<file path="src/rtl/down_counter_timer.sv">
// Loadable down-counter / interval timer with one-shot and auto-reload modes.
// The state is IDLE, RUN or DONE. Every output comes from a register, so no
// input reaches an output through combinational logic alone.
module down_counter_timer #(
  parameter int unsigned WIDTH = 4
) (
  input  logic             clk,
  input  logic             reset,
  input  logic             load,
  input  logic [WIDTH-1:0] load_value,
  input  logic             enable,
  input  logic             auto_reload,
  output logic [WIDTH-1:0] out,
  output logic             tc,
  output logic             busy,
  output logic             done
);

  typedef enum logic [1:0] {
    IDLE = 2'd0,
    RUN  = 2'd1,
    DONE = 2'd2
  } state_t;

  state_t           state;
  state_t           state_next;
  logic [WIDTH-1:0] reload_reg;
  logic [WIDTH-1:0] reload_next;
  logic [WIDTH-1:0] out_next;
  logic             tc_next;
  logic             busy_next;
  logic             done_next;

  // State, reload value and output registers. Reset has the highest priority.
  always_ff @(posedge clk) begin
    if (reset) begin
      state      <= IDLE;
      reload_reg <= '0;
      out        <= '0;
      tc         <= 1'b0;
      busy       <= 1'b0;
      done       <= 1'b0;
    end else begin
      state      <= state_next;
      reload_reg <= reload_next;
      out        <= out_next;
      tc         <= tc_next;
      busy       <= busy_next;
      done       <= done_next;
    end
  end

  // Next state and next count. Load takes priority over a count step, including a
  // count step on the terminal edge.
  always_comb begin
    state_next  = state;
    reload_next = reload_reg;
    out_next    = out;
    tc_next     = 1'b0;
    if (load) begin
      out_next    = load_value;
      reload_next = load_value;
      state_next  = (load_value != '0) ? RUN : IDLE;
    end else if (state == RUN && enable) begin
      if (out == WIDTH'(1)) begin
        tc_next = 1'b1;
        if (auto_reload) begin
          out_next = reload_reg;
        end else begin
          out_next   = '0;
          state_next = DONE;
        end
      end else if (out != '0) begin
        out_next = out - WIDTH'(1);
      end
    end
  end

  // Decode the status flags from the next state so that they are registered
  // together with that state.
  always_comb begin
    busy_next = (state_next == RUN);
    done_next = (state_next == DONE);
  end

endmodule
</file>
<file path="config.mk">
export PLATFORM = sky130hd
export DESIGN_NAME = down_counter_timer
export DESIGN_NICKNAME = d
export VERILOG_FILES = /design/src/rtl/down_counter_timer.sv
export SDC_FILE = /design/constraint.sdc
export NUM_CORES = 1
export LEC_CHECK = 0
export BUFFER_PORTS_ARGS = -buffer_cell sky130_fd_sc_hd__buf_2
export CORE_MARGIN = 10
export CORE_UTILIZATION = 50
export DETAILED_ROUTE_END_ITERATION = 8
export GPL_TIMING_DRIVEN = 1
export PLACE_DENSITY = 0.75
export SLEW_MARGIN = 40
export SYNTH_ARGS = -nofsm -noshare
export SYNTH_HDL_FRONTEND = slang
export SYNTH_SLANG_ARGS = --single-unit
</file>
<file path="constraint.sdc">
create_clock -name clk -period 1.95 [get_ports clk]
set_input_delay 0.0975 -clock clk [delete_from_list [all_inputs] [get_ports clk]]
set_output_delay 0.0975 -clock clk [all_outputs]
set_load 0.005 [all_outputs]
</file>
==> results of run 1 <==
==> power breakdown <==
group	internal [W]	total (W)	switching, W
Clock	0.0000792	0.000164	0.0000849
Combinational	0.0000528	0.000107	0.0000539
Sequential	0.000280	0.000295	0.0000153
==> logic make-up after synthesis <==
kind of cell	count (synthesis)	synth area share, %
AND/OR/NAND/NOR	30	28.9
AO/OA/AOI/OAI	18	19.2
buffers and inverters	8	4.47
multiplexers	2	3.17
adder cells (fa/ha/maj)	3	5.59
flip-flops	13	38.7
==> through the flow <==
| step | total power, W | utilization (%) | std cells |
|---|---|---|---|
| 2_1_floorplan | 0.000373 | - | 74 |
| 3_3_place_gp | 0.000405 | 58.7 | 101 |
| 3_5_place_dp | 0.000408 | 58.7 | 101 |
| 4_1_cts | 0.000574 | 60.8 | 105 |
| 5_1_grt | 0.000604 | 60.8 | 105 |
| 6_report | 0.000566 | 60.8 | 105 |
==> placed cells by master, fill, tap and decap left out, drive strengths merged, types with 2 or more instances in the layout <==
cell    count
dfxtp      13
o32ai       2
nand2b      4
nor2       10
nand2       6
a21oi       4
clkbuf      4
nor4b       2
ha          3
buf        15
o22ai       2
a311oi      2
inv         5
==> critical path: cells and delay by family (launching register included) <==
| family | cells | cell delay (ps) |
|---|---|---|
| simple gates | 2 | 710 |
| flops | 1 | 420 |
| fa+ha+maj | 1 | 310 |
| compound gates | 2 | 220 |
==> final cells by class <==
class / instances / area [um2] / share of cell area [%]
Clock buffer: 4 / 26.3 / 3.37
Inverter: 5 / 18.8 / 2.40
Multi-Input combinational cell: 53 / 382 / 48.9
Sequential cell: 13 / 260 / 33.3
Tap cell: 15 / 18.8 / 2.40
Timing Repair Buffer: 15 / 75.1 / 9.62
==> routing by layer <==
| layer | wire, um | part of all wire (%) | up-vias | track usage [%] |
|---|---|---|---|---|
| met3 | 60 | 4.0 | 2 | 4.49 |
| met5 | 0 | 0 | - | 0 |
| met2 | 682 | 45 | 12 | 15.7 |
| met1 | 752 | 50 | 268 | 11.1 |
| met4 | 10 | 0.66 | 0 | 5.15 |
| li1 | - | - | 300 | - |
==> how the worst max path moves through the flow <==
| stage | startpoint | end | slack, ps | cells after the start |
|---|---|---|---|---|
| detailed placement | out[0] | out[1] | 250 | 5 |
| CTS | out[0] | out[0] | 230 | 5 |
| global route | out[1] | out[1] | 60 | 6 |
| finish | out[0] | out[0] | 220 | 5 |
| global placement | out[0] | out[1] | 310 | 5 |
| floorplan | out[0] | out[1] | 410 | 5 |
==> impl_results.md, run 1 <==
- Status: finished clean
- Global-route wire length before repair: 2630 um
- Starting Density: 52.3%
- Final Critical Period: 1730 ps
- Total length of routed wires: 1510 um
- RR Endpoint: out[0]
- Flops & latches, synth: 13
- VDD IR max: 0.436 mV
- RSZ-0062 raised after global routing: false
- Tot GR Track Use: 10.0%
- FMAX: 577 MHz
- Hold path start: load_value[2]
- Async SR Flop Fraction: 0%
- Actual slew at the worst max-slew pin: 409 ps
- Mapped Nets: 86
- Reg2reg start: out[0]
- WS Path Type: reg2reg
- Share of cells above drive strength 1: 24.4%
- Crit start category: register
- Leak Pwr: 0.325 nW
- Die W: 56.7 um
- Nets@finish: 103
- Syn. warnings: 0
- Diode count: 0
- Reg clk slew, reported paths: 80 ps
- Most frequent cell after synthesis: dfxtp_1
- CTS tree: done
- Power Dens Cells: 725 mW/mm2
- CTS Hold Bufs: 0
- CP Capture Type: register
- Initial DRT Pass Iterations: 4
- HP Class: in2reg
- IO buf count: 15
- Vias per cell: 5.54
- Post-CTS Setup Bufs: 0
- Worst slew margin: 72.6%
- Pre-CTS setup slack: 254 ps
- H-tree depth: 1
- Final instance area: 781 um2
- Final setup fails: 0
- Top area cells in the synthesized netlist: dfxtp_1 (39%), ha_1 (5.6%), nor2_1 (5.6%)
- Skew-Pair Late Insertion Delay: 270 ps
- Synth unique cells: 33
- Iteration-0 DRC count of the detailed router: 11
- WL per Instance: 14.3 um
- Synth top cells by count: dfxtp_1 (13), nor2_1 (10), nand2_1 (6), inv_1 (5), a21oi_1 (4)
- CTS buffer count: 3
- Initial antenna violation count: 0
- HPWL Detailed: 1190 um
- Tcrit/Tclk final: 88.8%
- DIE AREA: 0.00321 mm2
- DR vias: 582
- Area leader, netlist: dfxtp_1
- Max incr delay on CP: 420 ps
- Post-synth EDFFs: 0
- Hold slack: 107 ps
- Detail Route Antenna Nets: 0
- Max FO, Critical Path: 7
- Fillers: 127
- # rows: 13
- Final GP Congestion: 0.824
- Core Region: 0.00128 mm2
- CTS root buf: clkbuf_4
- CP Data Required Time: 2150 ps
- Hold worst-path end: reload_reg[2]
- Syn_area_per_cell: 9.08 um2
- Post-route setup TNS: 0 ps
- Sink Count: 13
- Slew Limit Fails: 0
- Global route overflow: 0
- Share of the synthesized area in the top cell type: 38.7%
- R2R cell count: 5
- Post-Syn Instances: 74
- Area grow syn2layout: 16.2%
- Post-synth top flop: dfxtp_1
- Worst EP arrival: 1930 ps
- CP cell instances: ha_1, nor3b_2, nor4b_1, a211oi_1, o22ai_1
- R2R Setup Slk: 220 ps
- Worst clock skew: 1.52 ps
- Gates resized, CTS repair: 0
- Sequential-to-total area share from yosys stat: 38.7%
- Largest net degree at the start of global routing: 15
- Chip height: 56.7 um
- Drt drc: 0
- I/O Pins: 16
- Post-route worst setup slack: 218 ps
- Hold depth: 3
- Vias in the first global route: 606
- CTS Buffer Depth: 2
- Placed cell area: 754 um2
- Cell area after synthesis: 672 um2
- Final count of hold timing violations: 0
- Max Cap Viol: 0
- Slowest stage cell, crit path: dfxtp_1
No activity file was read; power rests on OpenSTA's default activity.
==> run 2, diff against run 1 <==
PLACE_DENSITY = not set   (was 0.75)
PLACE_DENSITY_LB_ADDON = 0.15   (was not set)
==> run 2 against run 1 <==
  * Design area is 0.80% higher
  * Hold slack better by 4.4 ps
  * Critical path depth stayed put
  * Power is 0.54% lower
  * Clock skew hardly changed
  * Global-route usage is 0.35 points lower
  * Register-to-register slack better by 30 ps
  * Clock power is 4% lower
  * First-iteration DRC count is 120% higher
  * Critical endpoint unchanged
==> impl_results.md, run 2 (same netlist as run 1, synthesis figures left out) <==
- HPWL Detailed: 1190 um (+0.11%)
- Leak Pwr: 0.324 nW (about the same)
- Largest net degree at the start of global routing: 15 (unchanged)
- Crit start category: register
- Final Critical Period: 1710 ps (-26.8 ps)
- Met1 Wirelength: 701 um (-6.8%)
- Met3 wire length: 119 um (+98%)
- Final GP Congestion: 0.782 (-5.1%)
- H-tree depth: 1 (unchanged)
- DIE AREA: 0.00321 mm2 (unchanged)
- Vias per cell: 5.68 (+2.4%)
- Final instance area: 787 um2 (+0.80%)
- Starting Density: 52.3% (unchanged)
- CP cell instances: ha_1, nor3b_4, nor4b_1, a211oi_1, o22ai_1
- Commonest non-fill, non-tap cell in the layout: buf_2
- IO buf count: 15 (unchanged)
- Max Cap Viol: 0 (unchanged)
- Status: finished clean
- Nets@finish: 103 (unchanged)
- CTS buffer count: 3 (unchanged)
- Skew-Pair Late Insertion Delay: 260 ps (about the same)
- Total length of routed wires: 1520 um (+0.73%)
- RSZ-0062 raised after global routing: false
- Slew Limit Fails: 0 (unchanged)
- Worst slew margin: 78.2% (+5.6 points)
- Initial DRT Pass Iterations: 4 (unchanged)
- CTS tree: done
- Initial antenna violation count: 0 (unchanged)
- Wire length on met2: 683 um (+0.15%)
- CP Data Required Time: 2140 ps (about the same)
- Iteration-0 DRC count of the detailed router: 24 (+13)
- HP Class: in2reg
- Detail Route Antenna Nets: 0 (unchanged)
- I/O Pins: 16 (unchanged)
- Diode count: 0 (unchanged)
- Die W: 56.7 um (unchanged)
- Final setup fails: 0 (unchanged)
- Drt drc: 0 (unchanged)
- VDD IR max: 0.446 mV (+2.4%)
- # rows: 13 (unchanged)
- Core Region: 0.00128 mm2 (unchanged)
- Area of the multi-input gates: 388 um2 (+1.6%)
- Vias in the first global route: 578 (-4.6%)
- Sink Count: 13 (unchanged)
- FF+latch area: 260 um2 (unchanged)
- Share of cells above drive strength 1: 24.4% (unchanged)
- Actual slew at the worst max-slew pin: 327 ps (-82.5 ps)
- Reg clk slew, reported paths: 70 ps (about the same)
- WL per Instance: 14.4 um (+0.73%)
- Commonest cells after routing, fill and taps aside: buf_2 (15), dfxtp_1 (13), nor2_1 (10)
- CP Capture Type: register
- Chip height: 56.7 um (unchanged)
- WS Path Type: reg2reg
- Max FO, Critical Path: 7 (unchanged)
- Tcrit/Tclk final: 87.4% (-1.4 points)
- CTS Buffer Depth: 2 (unchanged)
- CTS root buf: clkbuf_4
- Area grow syn2layout: 17.1%
- Final count of hold timing violations: 0 (unchanged)
- CP Buf/Inv Count: 0 (unchanged)
- Worst clock skew: 1.78 ps (+0.261 ps)
- CP delay by family, top: simple AND/OR/NAND/NOR gates
- Global-route wire length before repair: 2590 um (-1.6%)
- DR vias: 596 (+2.4%)
- Worst EP arrival: 1900 ps (-30 ps)
- Post-route setup TNS: 0 ps (unchanged)
- FMAX: 586 MHz (+1.6%)
- Global route overflow: 0 (unchanged)
- Power Dens Cells: 715 mW/mm2 (-1.3%)
- Fillers: 120 (-5.5%)
- Tot GR Track Use: 9.69% (-0.35 points)
- Placed cell area: 754 um2 (unchanged)
- DR top layer: met4
- CTS Hold Bufs: 0 (unchanged)
- Max incr delay on CP: 440 ps (+20 ps)
- Slowest stage cell, crit path: dfxtp_1
run 2: cell counts in the layout (fill, tap and decap cells not counted):
Identical to the previous run, type by type.
run 2: final timing paths:
kind	endpoint	slack (ps)	cells past startpoint	start
setup / recovery	out[0]	240	5	out[0]
hold / removal	reload_reg[2]	110	3	load_value[2]
setup reg to reg	out[0]	240	5	out[0]
hold reg to reg	reload_reg[1]	480	2	reload_reg[1]
run 2: repair_timing:
action | in CTS | in global routing
setup buffers | 0 | 0
gates resized for setup | 0 | 1
endpoints found under the setup margin | 0 | 2
run 2: area by class of cell:
cell class              instances  area share [%]
clock buffers                   4            3.34
inverters                       5            2.38
multi-input cells              53            49.3
flip-flops and latches         13            33.1
well taps                      15            2.38
repair buffers                 15            9.54
run 2: routing by layer:
metal | global-route usage [%] | vias to the layer above
li1 | - | 300
met1 | 12.2 | 269
met2 | 14.1 | 25
met3 | 3.82 | 2
met4 | 4.12 | 0
met5 | 0 | -
run 2: power breakdown:
part           internal (W)  switching, W
combinational     0.0000541     0.0000546
sequential         0.000280     0.0000167
clock             0.0000790     0.0000787
run 2: stage by stage:
stage | setup slack [ps] | instances | total power (W) | util [%] | hold slack, ps
floorplan | 412 | 74 | 0.000373 | - | 230
global placement | 299 | 101 | 0.000406 | 58.7 | 381
detailed placement | 225 | 101 | 0.000408 | 58.7 | 390
CTS | 205 | 105 | 0.000567 | 60.8 | 105
global route | 47.6 | 105 | 0.000603 | 61.2 | 116
finish | 245 | 105 | 0.000563 | 61.2 | 111
run 2: worst reg2reg max path: stages (launching register included):
cell and delay (ps):
dfxtp_1 440, ha_1 330, nor3b_4 370, nor4b_1 310, a211oi_1 80, o22ai_1 120
==> run 3, diff against run 2 <==
--- a/config.mk
+++ b/config.mk
@@ -8,3 +8,2 @@
 export BUFFER_PORTS_ARGS = -buffer_cell sky130_fd_sc_hd__buf_2
-export CORE_MARGIN = 10
 export CORE_UTILIZATION = 50
==> constraint.sdc (replaced) <==
create_clock -name clk -period 1.95 [get_ports clk]
set_input_delay 0.195 -clock clk [delete_from_list [all_inputs] [get_ports clk]]
set_output_delay 0.195 -clock clk [all_outputs]
set_load 0.005 [all_outputs]
==> run 3 against run 2 <==
  * Critical path depth unchanged
  * Sequential share of layout area up 0.32 points
  * First-iteration DRC count down 17%
  * Global-route usage up 11 points
  * Critical endpoint unchanged
  * Die area down 53%
  * Wire length down 13%
  * Clock power up 6%
  * Highest routed layer unchanged
  * Clock skew up 4.3 ps
  * Sequential cell count unchanged
==> impl_results.md, run 3 (same netlist as run 1, synthesis figures left out) <==
- CTS buffer count: 3 (unchanged)
- Status: finished clean
- Reg clk slew, reported paths: 80 ps (about the same)
- WS Path Type: reg2reg
- Drt drc: 0 (unchanged)
- CP Data Required Time: 2160 ps (+20 ps)
- Tot GR Track Use: 21.0% (+11 points)
- Placed cell area: 753 um2 (-0.17%)
- VDD IR max: 0.522 mV (+17%)
- Max Cap Viol: 0 (unchanged)
- Final GP Congestion: 0.789 (+0.86%)
- Sink Count: 13 (unchanged)
- CP Capture Type: register
- Slowest stage cell, crit path: nor3b_2
- CTS Hold Bufs: 0 (unchanged)
- FMAX: 580 MHz (-1.1%)
- Skew-Pair Late Insertion Delay: 280 ps (+20 ps)
- # rows: 12 (-1)
- Final instance area: 779 um2 (-0.95%)
- Leak Pwr: 0.325 nW (about the same)
- Vias per cell: 5.74 (+1.1%)
- Slew Limit Fails: 0 (unchanged)
- Actual slew at the worst max-slew pin: 407 ps (+80.2 ps)
- HP Class: in2reg
- Global route overflow: 0 (unchanged)
- Detail Route Antenna Nets: 0 (unchanged)
- Share of cells above drive strength 1: 24.4% (unchanged)
- Post-route setup TNS: 0 ps (unchanged)
- Diode count: 0 (unchanged)
- I/O Pins: 16 (unchanged)
- Worst clock skew: 6.06 ps (+4.28 ps)
- Final Critical Period: 1720 ps (+18.4 ps)
- Nets@finish: 103 (unchanged)
- FF+latch area: 260 um2 (unchanged)
- Max incr delay on CP: 420 ps (-20 ps)
- Placed insts: 100 (-0.99%)
- CTS root buf: clkbuf_4
- Post-CTS Setup Bufs: 0 (unchanged)
- Initial DRT Pass Iterations: 4 (unchanged)
- H-tree depth: 1 (unchanged)
- Gates resized, CTS repair: 0 (unchanged)
- Worst EP arrival: 1930 ps (+30 ps)
- IO buf count: 15 (unchanged)
- Initial antenna violation count: 0 (unchanged)
- Power Dens Cells: 728 mW/mm2 (+1.8%)
- Final count of hold timing violations: 0 (unchanged)
- DIE AREA: 0.00149 mm2 (-53%)
- Area of the multi-input gates: 382 um2 (-1.6%)
- Commonest non-fill, non-tap cell in the layout: buf_2
- Vias in the first global route: 495 (-14%)
- RSZ-0062 raised after global routing: false
- Starting Density: 57.4% (+5.1 points)
- WL per Instance: 12.7 um (-12%)
- CTS Buffer Depth: 2 (unchanged)
- Largest net degree at the start of global routing: 15 (unchanged)
- Worst slew margin: 72.8% (-5.4 points)
- Tcrit/Tclk final: 88.4% (+0.95 points)
- Commonest cells after routing, fill and taps aside: buf_2 (15), dfxtp_1 (13), nor2_1 (10)
- Fillers: 110 (-8.3%)
- Final setup fails: 0 (unchanged)
- Max FO, Critical Path: 7 (unchanged)
- Iteration-0 DRC count of the detailed router: 20 (-17%)
- PnR Total Power: 0.000568 W (+0.86%)
- Core Util, Final: 66.6% (+5.3 points)
- DR vias: 597 (+0.17%)
- Global-route wire length before repair: 2130 um (-18%)
- CTS tree: done
- HPWL Detailed: 983 um (-17%)
- Chip height: 38.7 um (-32%)
- Crit start category: register
- CP cell instances: ha_1, nor3b_2, nor4b_1, a211oi_1, o22ai_1
- Total length of routed wires: 1320 um (-13%)
- Core Region: 0.00117 mm2 (-8.9%)
- Area grow syn2layout: 16.0%
- Die W: 38.7 um (-32%)
- Finished Layout Cells: 104 (-0.95%)
[run 3: cell count changes in the layout (fill, tap and decap cells not counted)]
cell / delta
nor3b_2: +1
nor3b_4: -1
[run 3: layout make-up]
| cell class | instances | share of cell area, % |
|---|---|---|
| Clock buffer | 4 | 3.37 |
| Inverter | 5 | 2.41 |
| Timing Repair Buffer | 15 | 9.63 |
| Multi-Input combinational cell | 53 | 49.0 |
| Tap cell | 14 | 2.25 |
| Sequential cell | 13 | 33.4 |
[run 3: through the flow]
step / hold slack, ps / setup slack, ps
floorplan: 327 / 412
global placement: 463 / 298
detailed placement: 468 / 270
CTS: 194 / 223
global route: 215 / 75.9
finish: 194 / 226
[run 3: power by group]
group	switching [W]	internal, W	total, W
Sequential	0.0000144	0.000280	0.000294
Combinational	0.0000528	0.0000526	0.000105
Clock	0.0000887	0.0000794	0.000168
[run 3: routing by layer]
| metal | global-route usage, % | up-vias | share of wire [%] |
|---|---|---|---|
| met3 | 5.20 | 2 | 4.2 |
| li1 | - | 301 | - |
| met5 | 0 | - | 0 |
| met1 | 28.7 | 272 | 51 |
| met4 | 12.9 | 0 | 0.84 |
| met2 | 29.2 | 22 | 44 |
[run 3: final timing paths]
check | startpoint | endpoint | slack (ps) | depth (start not counted)
hold reg to reg | reload_reg[0] | reload_reg[0] | 480 | 2
setup reg to reg | out[0] | out[0] | 230 | 5
setup / recovery | out[0] | out[0] | 230 | 5
hold / removal | load_value[2] | out[2] | 190 | 3
[run 3: critical path: cells and delay by family (launching register included)]
kind                     cells  cell delay, ps
AO/OA/AOI/OAI                2             220
AND/OR/NAND/NOR              2             730
adder cells (fa/ha/maj)      1             300
flip-flops                   1             410
